File: src/rtl/freq_pkg.sv
// Shared constants for the frequency meter front end: default filter/prescaler
// settings and the range switch encoding.
package freq_pkg;

  localparam int FILT_LEN_DEF = 3;
  localparam int DIV_DEF      = 10;

  localparam logic RANGE_X1  = 1'b0;
  localparam logic RANGE_DIV = 1'b1;

  typedef logic [3:0] cnt4_t;

endpackage

File: src/rtl/sig_condition_if.sv
// Signal bundle between the test-signal source/gate controller and the
// conditioning front end.
interface sig_condition_if;

  logic sig_raw;
  logic range;
  logic clr;
  logic edge_pulse;
  logic sig_out;
  logic glitch;

  modport master (
    output sig_raw,
    output range,
    output clr,
    input  edge_pulse,
    input  sig_out,
    input  glitch
  );

  modport slave (
    input  sig_raw,
    input  range,
    input  clr,
    output edge_pulse,
    output sig_out,
    output glitch
  );

endinterface

File: src/rtl/sig_condition_sync2.sv
// Two-flop synchroniser for a single asynchronous level; clears to 0 on reset.
module sync2 (
  input  logic clk,
  input  logic rst_n,
  input  logic d_i,
  output logic q_o
);

  logic meta_q;
  logic sync_q;

  always_ff @(posedge clk or negedge rst_n) begin
    if (!rst_n) begin
      meta_q <= 1'b0;
      sync_q <= 1'b0;
    end else begin
      meta_q <= d_i;
      sync_q <= meta_q;
    end
  end

  assign q_o = sync_q;

endmodule

File: src/rtl/sig_condition.sv
// Frequency meter input conditioning: synchronise, deglitch, detect rising
// edges and optionally prescale by DIV before the gate counter.
module sig_condition
  import freq_pkg::*;
#(
  parameter int FILT_LEN = FILT_LEN_DEF,
  parameter int DIV      = DIV_DEF
) (
  input  logic          sys_clk,
  input  logic          reset,
  sig_condition_if.slave bus
);

  localparam cnt4_t FILT_LEN_C = cnt4_t'(FILT_LEN);
  localparam cnt4_t PCNT_MAX   = cnt4_t'(DIV - 1);
  localparam cnt4_t PCNT_HALF  = cnt4_t'(DIV / 2);

  logic  s_sig;
  logic  s_rng;

  logic  filt_q, filt_d;
  cnt4_t run_q, run_d;
  logic  glitch_q, glitch_d;
  logic  filt_dly_q;
  logic  rng_prev_q;
  cnt4_t pcnt_q, pcnt_d;
  logic  edge_q, edge_d;
  logic  sig_out_q, sig_out_d;

  logic  rise;
  logic  rng_chg;

  sync2 u_sync_sig (
    .clk   (sys_clk),
    .rst_n (reset),
    .d_i   (bus.sig_raw),
    .q_o   (s_sig)
  );

  sync2 u_sync_rng (
    .clk   (sys_clk),
    .rst_n (reset),
    .d_i   (bus.range),
    .q_o   (s_rng)
  );

  // Filter: a new level is accepted only after FILT_LEN consecutive cycles.
  always_comb begin
    filt_d   = filt_q;
    run_d    = run_q;
    glitch_d = 1'b0;
    if (s_sig == filt_q) begin
      run_d    = '0;
      glitch_d = (run_q != '0);
    end else if (run_q + 4'd1 == FILT_LEN_C) begin
      filt_d = s_sig;
      run_d  = '0;
    end else begin
      run_d = run_q + 4'd1;
    end
  end

  assign rise    = filt_q & ~filt_dly_q;
  assign rng_chg = s_rng ^ rng_prev_q;

  // Prescaler: range change beats clr, which beats a counted rise.
  always_comb begin
    pcnt_d    = pcnt_q;
    edge_d    = 1'b0;
    sig_out_d = sig_out_q;
    if (rng_chg) begin
      pcnt_d    = '0;
      sig_out_d = 1'b0;
    end else if (s_rng == RANGE_X1) begin
      pcnt_d    = '0;
      sig_out_d = filt_q;
      edge_d    = rise & ~bus.clr;
    end else if (bus.clr) begin
      pcnt_d    = '0;
      sig_out_d = 1'b0;
    end else if (rise) begin
      if (pcnt_q == PCNT_MAX) begin
        pcnt_d    = '0;
        edge_d    = 1'b1;
        sig_out_d = 1'b1;
      end else begin
        pcnt_d = pcnt_q + 4'd1;
        if (pcnt_q + 4'd1 == PCNT_HALF) begin
          sig_out_d = 1'b0;
        end
      end
    end
  end

  always_ff @(posedge sys_clk or negedge reset) begin
    if (!reset) begin
      filt_q     <= 1'b0;
      run_q      <= '0;
      glitch_q   <= 1'b0;
      filt_dly_q <= 1'b0;
      rng_prev_q <= 1'b0;
      pcnt_q     <= '0;
      edge_q     <= 1'b0;
      sig_out_q  <= 1'b0;
    end else begin
      filt_q     <= filt_d;
      run_q      <= run_d;
      glitch_q   <= glitch_d;
      filt_dly_q <= filt_q;
      rng_prev_q <= s_rng;
      pcnt_q     <= pcnt_d;
      edge_q     <= edge_d;
      sig_out_q  <= sig_out_d;
    end
  end

  assign bus.edge_pulse = edge_q;
  assign bus.sig_out    = sig_out_q;
  assign bus.glitch     = glitch_q;

endmodule

File: src/flat_wrapper.sv
// flat-port wrapper written by rule: the top's interface ports become plain ports
module sig_condition_flat import freq_pkg::*;
#(
  parameter int FILT_LEN = FILT_LEN_DEF,
  parameter int DIV      = DIV_DEF
)
  (sys_clk, reset, bus_sig_raw, bus_range, bus_clr, bus_edge_pulse, bus_sig_out, bus_glitch);
  sig_condition_if bus_i ();
  input  logic sys_clk;
  input  logic reset;
  input wire logic [$bits(bus_i.sig_raw)-1:0] bus_sig_raw;
  input wire logic [$bits(bus_i.range)-1:0] bus_range;
  input wire logic [$bits(bus_i.clr)-1:0] bus_clr;
  output wire logic [$bits(bus_i.edge_pulse)-1:0] bus_edge_pulse;
  output wire logic [$bits(bus_i.sig_out)-1:0] bus_sig_out;
  output wire logic [$bits(bus_i.glitch)-1:0] bus_glitch;
  assign bus_i.sig_raw = bus_sig_raw;
  assign bus_i.range = bus_range;
  assign bus_i.clr = bus_clr;
  assign bus_edge_pulse = bus_i.edge_pulse;
  assign bus_sig_out = bus_i.sig_out;
  assign bus_glitch = bus_i.glitch;
  sig_condition #(.FILT_LEN(FILT_LEN), .DIV(DIV)) u_core (.sys_clk(sys_clk), .reset(reset), .bus(bus_i));
endmodule
File: config.mk
export PLATFORM = sky130hd
export DESIGN_NAME = sig_condition_flat
export DESIGN_NICKNAME = d
export VERILOG_FILES = /design/src/rtl/freq_pkg.sv /design/src/rtl/sig_condition_if.sv /design/src/rtl/sig_condition_sync2.sv /design/src/rtl/sig_condition.sv /design/src/flat_wrapper.sv
export SDC_FILE = /design/constraint.sdc
export NUM_CORES = 1
export LEC_CHECK = 0
export CORE_MARGIN = 5
export CORE_UTILIZATION = 54
export CTS_BUF_LIST = sky130_fd_sc_hd__clkbuf_16
export CTS_CLUSTER_DIAMETER = 50
export DETAILED_ROUTE_END_ITERATION = 10
export HOLD_SLACK_MARGIN = 0.12
export PLACE_DENSITY = 0.76
export SETUP_SLACK_MARGIN = 0.1
export SYNTH_ARGS = -nofsm -noshare
export SYNTH_HDL_FRONTEND = slang
export SYNTH_SLANG_ARGS = --single-unit
File: constraint.sdc
create_clock -name sys_clk -period 2 [get_ports sys_clk]
set_clock_uncertainty 0.05 [all_clocks]
set_input_delay 0.3 -clock sys_clk [delete_from_list [all_inputs] [get_ports sys_clk]]
set_output_delay 0.3 -clock sys_clk [all_outputs]
set_load 0.05 [all_outputs]
==> results of run 1 <==
-- registers in the layout, indices dropped and copies added (netlist names) --
register,cells
u_core.bus.edge_pulse,1
u_core.bus.glitch,1
u_core.u_sync_rng.q_o,1
u_core.pcnt_q,4
u_core.rng_prev_q,1
u_core.u_sync_sig.meta_q,1
u_core.bus.sig_out,1
u_core.run_q,4
u_core.u_sync_rng.meta_q,1
u_core.filt_dly_q,1
u_core.filt_q,1
u_core.u_sync_sig.q_o,1
-- cells by family after synthesis --
kind of cell	count (synthesis)
flip-flops	18
AND/OR/NAND/NOR	37
XOR/XNOR	5
buffers and inverters	4
adder cells (fa/ha/maj)	6
AO/OA/AOI/OAI	12
multiplexers	1
-- stage by stage --
step                total power [mW]  instances
finish                          1.16        110
global route                    1.23        110
CTS                             1.16        110
detailed placement             0.780        107
global placement               0.769        107
floorplan                      0.686         83
-- layout make-up --
cell class              count  area share
well taps                  16      0.0193
repair buffers              8      0.0750
clock buffers               3      0.0726
inverters                   4      0.0145
flip-flops and latches     18       0.435
multi-input cells          61       0.383
-- cell usage in the layout (no fill, tap or decap) --
cell / synthesis / final
and3_1: 2 / 2
nor2_1: 10 / 10
nand2b_1: 1 / 1
a21oi_1: 5 / 5
clkbuf_16: 0 / 3
nor3_1: 3 / 3
nor4_1: 1 / 1
nand3_1: 5 / 5
nor4b_1: 1 / 1
and3b_1: 1 / 1
and2_1: 1 / 1
a21o_1: 1 / 1
or3_1: 1 / 1
xnor2_1: 3 / 3
o2111ai_1: 1 / 1
a21oi_2: 1 / 1
or2_2: 1 / 1
mux2_2: 1 / 1
dfrtp_1: 18 / 18
clkdlybuf4s50_1: 0 / 7
and4bb_2: 1 / 1
nand3b_1: 2 / 2
xor2_1: 2 / 2
and2b_1: 1 / 1
o21ai_1: 1 / 1
buf_4: 0 / 1
nand2_1: 6 / 6
inv_1: 4 / 4
o21ai_0: 3 / 3
ha_1: 6 / 6
-- layer usage --
| metal | share of wire | GRT usage |
|---|---|---|
| met4 | 0.031 | 0.0873 |
| met3 | 0.048 | 0.0271 |
| met2 | 0.50 | 0.233 |
| met5 | 0 | 0 |
| met1 | 0.42 | 0.179 |
-- how the worst max path moves through the flow --
| stage | slack (ns) | from | endpoint | cells past startpoint |
|---|---|---|---|---|
| after floorplan | 0.58 | u_core.run_q[0]$_DFF_PN0_ | u_core.filt_q$_DFFE_PN0P_ | 5 |
| after global placement | 0.51 | u_core.bus.sig_out$_DFFE_PN0P_ | bus_sig_out | 1 |
| after detailed placement | 0.43 | u_core.pcnt_q[1]$_DFFE_PN0P_ | u_core.bus.edge_pulse$_DFF_PN0_ | 6 |
| after CTS | 0.24 | u_core.bus.sig_out$_DFFE_PN0P_ | bus_sig_out | 1 |
| after global routing | 0.21 | u_core.bus.sig_out$_DFFE_PN0P_ | bus_sig_out | 1 |
| final | 0.24 | u_core.bus.sig_out$_DFFE_PN0P_ | bus_sig_out | 1 |
-- power by group --
group          leakage [nW]  switching, mW  internal, mW
combinational         0.187          0.161         0.118
clock                0.0370          0.116         0.262
sequential            0.232         0.0712         0.427
total                 0.455          0.349         0.807
==> out/qor.txt, run 1 <==
Status -> completed
Input/output buffers -> 7
Avg Cell Area, Syn -> 10.4 µm²
Layout overhead on the synthesized area -> 20.0%
Tmin final -> 1.76 ns
Post-CTS Hold Buffers -> 0
Register area -> 450 µm²
H-tree Lvls -> 1
Register area share after synthesis -> 0.522
Sink Count -> 18
Maximum number of pins on one net before global-route repair -> 19
Fill count -> 112
Slew @ Worst Pin -> 0.501 ns
Crit Path Class -> register to output pin
XOR/XNOR Fraction of Synth Area -> 0.0508
Final Hold Fails -> 0
Yosys top cell area share -> 0.522
Req. time, crit path -> 1.65 ns
DR DRC count -> 0
Setup ws final -> 0.244 ns
CTS root buf -> clkbuf_16
Synth Instances -> 83
First-pass GRT wire length -> 2810 µm
Cell depth of the worst hold path -> 0
TritonCTS clock tree -> done
Initial antenna violation count -> 0
Initial Utilization -> 0.572
Max transition margin -> 0.665
Core area -> 0.00151 mm²
HPWL after DPL -> 1180 µm
Mux share of post-synthesis cell area -> 0.0131
Fin crit share -> 0.878
DR pass1 iterations -> 4
Row count -> 14
Cell area after layout -> 0.00103 mm²
Die Wd -> 50.0 µm
R2r endpoint -> u_core.bus.edge_pulse$_DFF_PN0_
Routed len/inst -> 14.1 µm
Footprint of the multi-input gates -> 397 µm²
Worst Hold Endpoint -> u_core.u_sync_sig.q_o$_DFF_PN0_
CP Cell Sequence -> clkdlybuf4s50_1
R2R Setup Slk -> 0.44 ns
Pre-CTS worst setup slack -> 0.431 ns
Via count -> 610
Layout cells sized above 1 -> 0.0851
Die Height -> 50.0 µm
Max incr delay on CP -> 0.81 ns
Final ANT Viol Nets -> 0
Largest family of logic cells by synthesized area -> simple AND/OR/NAND/NOR gates
Arr. time, crit path -> 1.41 ns
Synth Flop Type -> dfrtp_1
Synth top cells by count -> dfrtp_1 (18), nor2_1 (10), ha_1 (6), nand2_1 (6)
Crit-path slowest cell -> clkdlybuf4s50_1
Count leader, synth -> dfrtp_1
Nature of the critical path endpoint -> output pin
Crit path max-delay family -> buffers and inverters
CP Launch Type -> register
Worst-path fanout max -> 3
Synth area leader -> dfrtp_1
Final TNS setup -> 0 ns
Cell Pwr Density -> 1120 mW/mm²
VDD IR max -> 0.664 mV
HP Start -> u_core.u_sync_sig.meta_q$_DFF_PN0_
RSZ-0062 raised after global routing -> false
Io pins -> 8
Post-synthesis cell type count -> 27
Adder-Cell Fraction of Synth Area -> 0.0871
Core Util, Final -> 0.687
FFs w/ async S/R, synth -> 1.00
Clock-pin slew on the worst setup and hold paths -> 0.05 ns
Iter 0 DRT Violations -> 15
YS warnings -> 0
Synth area leaders -> dfrtp_1 (52%), ha_1 (8.7%), nor2_1 (4.4%)
Post-CTS sizing -> 0
Max-slew violations -> 0
Register bit total from synthesis -> 18
Synth Area in Simple Gates -> 0.228
WP buf/inv -> 1
Max Freq -> 0.569 GHz
Compound-Gate Fraction of Synth Area -> 0.0813
Final setup fails -> 0
Reg2Reg Depth -> 6
Final GP Congestion -> 0.871
Launch point of the worst reg-to-reg path -> u_core.pcnt_q[1]$_DFFE_PN0P_
Antenna Cells -> 0
Final #Nets -> 107
Number of global-route vias before repair -> 626
GRT Total Usage -> 0.146
DIE AREA -> 0.00250 mm²
Leakage -> 0.455 nW
Total gr overflow -> 0
Net Count, Synth -> 94
Routed wire length -> 1550 µm
Min-delay worst type -> register to register
Postcts setup bufs -> 0
Placed inst area -> 960 µm²
Hold slack -> 0.306 ns
Clk Latency, worst-skew pair -> 0.24 ns
Vias per inst -> 5.55
Longest Clk Path Bufs -> 2
Num CTS Buffers -> 3
Post-synth EDFFs -> 0
Netlist Area Pre-Place -> 862 µm²
MaxCap Viol Count -> 0
No activity file was read; power rests on OpenSTA's default activity.
==> run 2: changes to the inputs <==
--- a/config.mk
+++ b/config.mk
@@ -11,7 +11,7 @@
 export CTS_CLUSTER_DIAMETER = 50
 export DETAILED_ROUTE_END_ITERATION = 10
 export HOLD_SLACK_MARGIN = 0.12
-export PLACE_DENSITY = 0.76
+export PLACE_DENSITY = 0.72
 export SETUP_SLACK_MARGIN = 0.1
 export SYNTH_ARGS = -nofsm -noshare
 export SYNTH_HDL_FRONTEND = slang
==> run 2 against run 1 <==
Against the previous run:
- core utilization is the same
- first-iteration DRC count fell by 27%
- power grew 0.88%
- sequential power up 1%
- final cell count unchanged
- critical endpoint unchanged
==> out/qor.txt, run 2 (same netlist as run 1, synthesis figures left out) <==
Reg2Reg Depth -> 5
Post-CTS sizing -> 0
Max transition margin -> 0.670
Launch point of the worst reg-to-reg path -> u_core.run_q[1]$_DFF_PN0_
HP Start -> u_core.u_sync_rng.meta_q$_DFF_PN0_
Clk Latency, worst-skew pair -> 0.24 ns
CTS root buf -> clkbuf_16
Cell Pwr Density -> 1130 mW/mm²
Crit Path Class -> register to output pin
Post-CTS Hold Buffers -> 0
Fin crit share -> 0.879
Final setup fails -> 0
Arr. time, crit path -> 1.41 ns
Routed wire length -> 1590 µm
MaxCap Viol Count -> 0
WP buf/inv -> 1
Max incr delay on CP -> 0.80 ns
DIE AREA -> 0.00250 mm²
Commonest non-fill, non-tap cell in the layout -> dfrtp_1
TritonCTS clock tree -> done
Input/output buffers -> 7
Placed inst area -> 960 µm²
Final TNS setup -> 0 ns
GRT Total Usage -> 0.147
Clock-pin slew on the worst setup and hold paths -> 0.05 ns
Initial antenna violation count -> 0
Crit-path slowest cell -> clkdlybuf4s50_1
HPWL after DPL -> 1070 µm
Maximum number of pins on one net before global-route repair -> 19
Final GP Congestion -> 0.842
Postcts setup bufs -> 0
RSZ-0062 raised after global routing -> false
Final Hold Fails -> 0
Cell depth of the worst hold path -> 0
Final #Nets -> 107
Vias per inst -> 5.73
Total gr overflow -> 0
Core Util, Final -> 0.687
Largest regs -> u_core.pcnt_q: 4 flops, u_core.run_q: 4 flops
Routed len/inst -> 14.5 µm
Cell area after layout -> 0.00103 mm²
Die Wd -> 50.0 µm
First-pass GRT wire length -> 2860 µm
Final ANT Viol Nets -> 0
Antenna Cells -> 0
R2R Setup Slk -> 0.48 ns
Layout cells sized above 1 -> 0.0851
Layout overhead on the synthesized area -> 20.0%
Req. time, crit path -> 1.65 ns
Io pins -> 8
Worst-path fanout max -> 3
Sink Count -> 18
Layout Cells excl Fill -> 110
Max Freq -> 0.569 GHz
CP Launch Type -> register
Leakage -> 0.455 nW
Initial Utilization -> 0.572
Min-delay worst type -> register to register
H-tree Lvls -> 1
Via count -> 630
Tmin final -> 1.76 ns
DR pass1 iterations -> 4
Nature of the critical path endpoint -> output pin
Fill count -> 109
R2r endpoint -> u_core.filt_q$_DFFE_PN0P_
Placed insts -> 107
Die Height -> 50.0 µm
DR DRC count -> 0
Slew @ Worst Pin -> 0.493 ns
Iter 0 DRT Violations -> 11
Core area -> 0.00151 mm²
Row count -> 14
Longest Clk Path Bufs -> 2
Num CTS Buffers -> 3
VDD IR max -> 0.791 mV
Max-slew violations -> 0
CP Cell Sequence -> clkdlybuf4s50_1
Number of global-route vias before repair -> 630
Status -> completed
Worst Hold Endpoint -> u_core.u_sync_rng.q_o$_DFF_PN0_
Most frequent cells in the layout -> dfrtp_1 (18), nor2_1 (10), clkdlybuf4s50_1 (7), nand2_1 (6), ha_1 (6)
Crit path max-delay family -> buffers and inverters
## run 2: layout make-up
type                            instances  area, µm²  area share
Timing Repair Buffer                    8       77.6      0.0750
Clock buffer                            3       75.1      0.0726
Inverter                                4       15.0      0.0145
Multi-Input combinational cell         61        397       0.383
Sequential cell                        18        450       0.435
Tap cell                               16       20.0      0.0193
## run 2: report_power, final
group | leakage, nW | total, mW | switching (mW) | internal, mW
Clock | 0.0370 | 0.387 | 0.124 | 0.263
Sequential | 0.232 | 0.503 | 0.0760 | 0.427
Combinational | 0.187 | 0.277 | 0.158 | 0.118
## run 2: layer usage
layer,vias up,track usage,part of all wire
met4,0,0.0524,0.0088
met5,-,0,0
li1,308,-,-
met2,14,0.248,0.51
met1,306,0.184,0.44
met3,2,0.0301,0.045
## run 2: per-stage QoR
step / setup WS [ns] / power [mW] / hold slack [ns]
after global routing: 0.187 / 1.24 / 0.315
after floorplan: 0.583 / 0.686 / -0.0456
after CTS: 0.231 / 1.18 / 0.297
after detailed placement: 0.494 / 0.777 / 0.286
final: 0.242 / 1.17 / 0.296
after global placement: 0.511 / 0.769 / 0.284
## run 2: worst max path at each step
stage / from / to / slack, ns / cells after the start
3_5_place_dp: u_core.bus.sig_out$_DFFE_PN0P_ / bus_sig_out / 0.49 / 1
2_1_floorplan: u_core.run_q[0]$_DFF_PN0_ / u_core.filt_q$_DFFE_PN0P_ / 0.58 / 5
6_report: u_core.bus.sig_out$_DFFE_PN0P_ / bus_sig_out / 0.24 / 1
4_1_cts: u_core.bus.sig_out$_DFFE_PN0P_ / bus_sig_out / 0.23 / 1
5_1_grt: u_core.bus.sig_out$_DFFE_PN0P_ / bus_sig_out / 0.19 / 1
3_3_place_gp: u_core.bus.sig_out$_DFFE_PN0P_ / bus_sig_out / 0.51 / 1
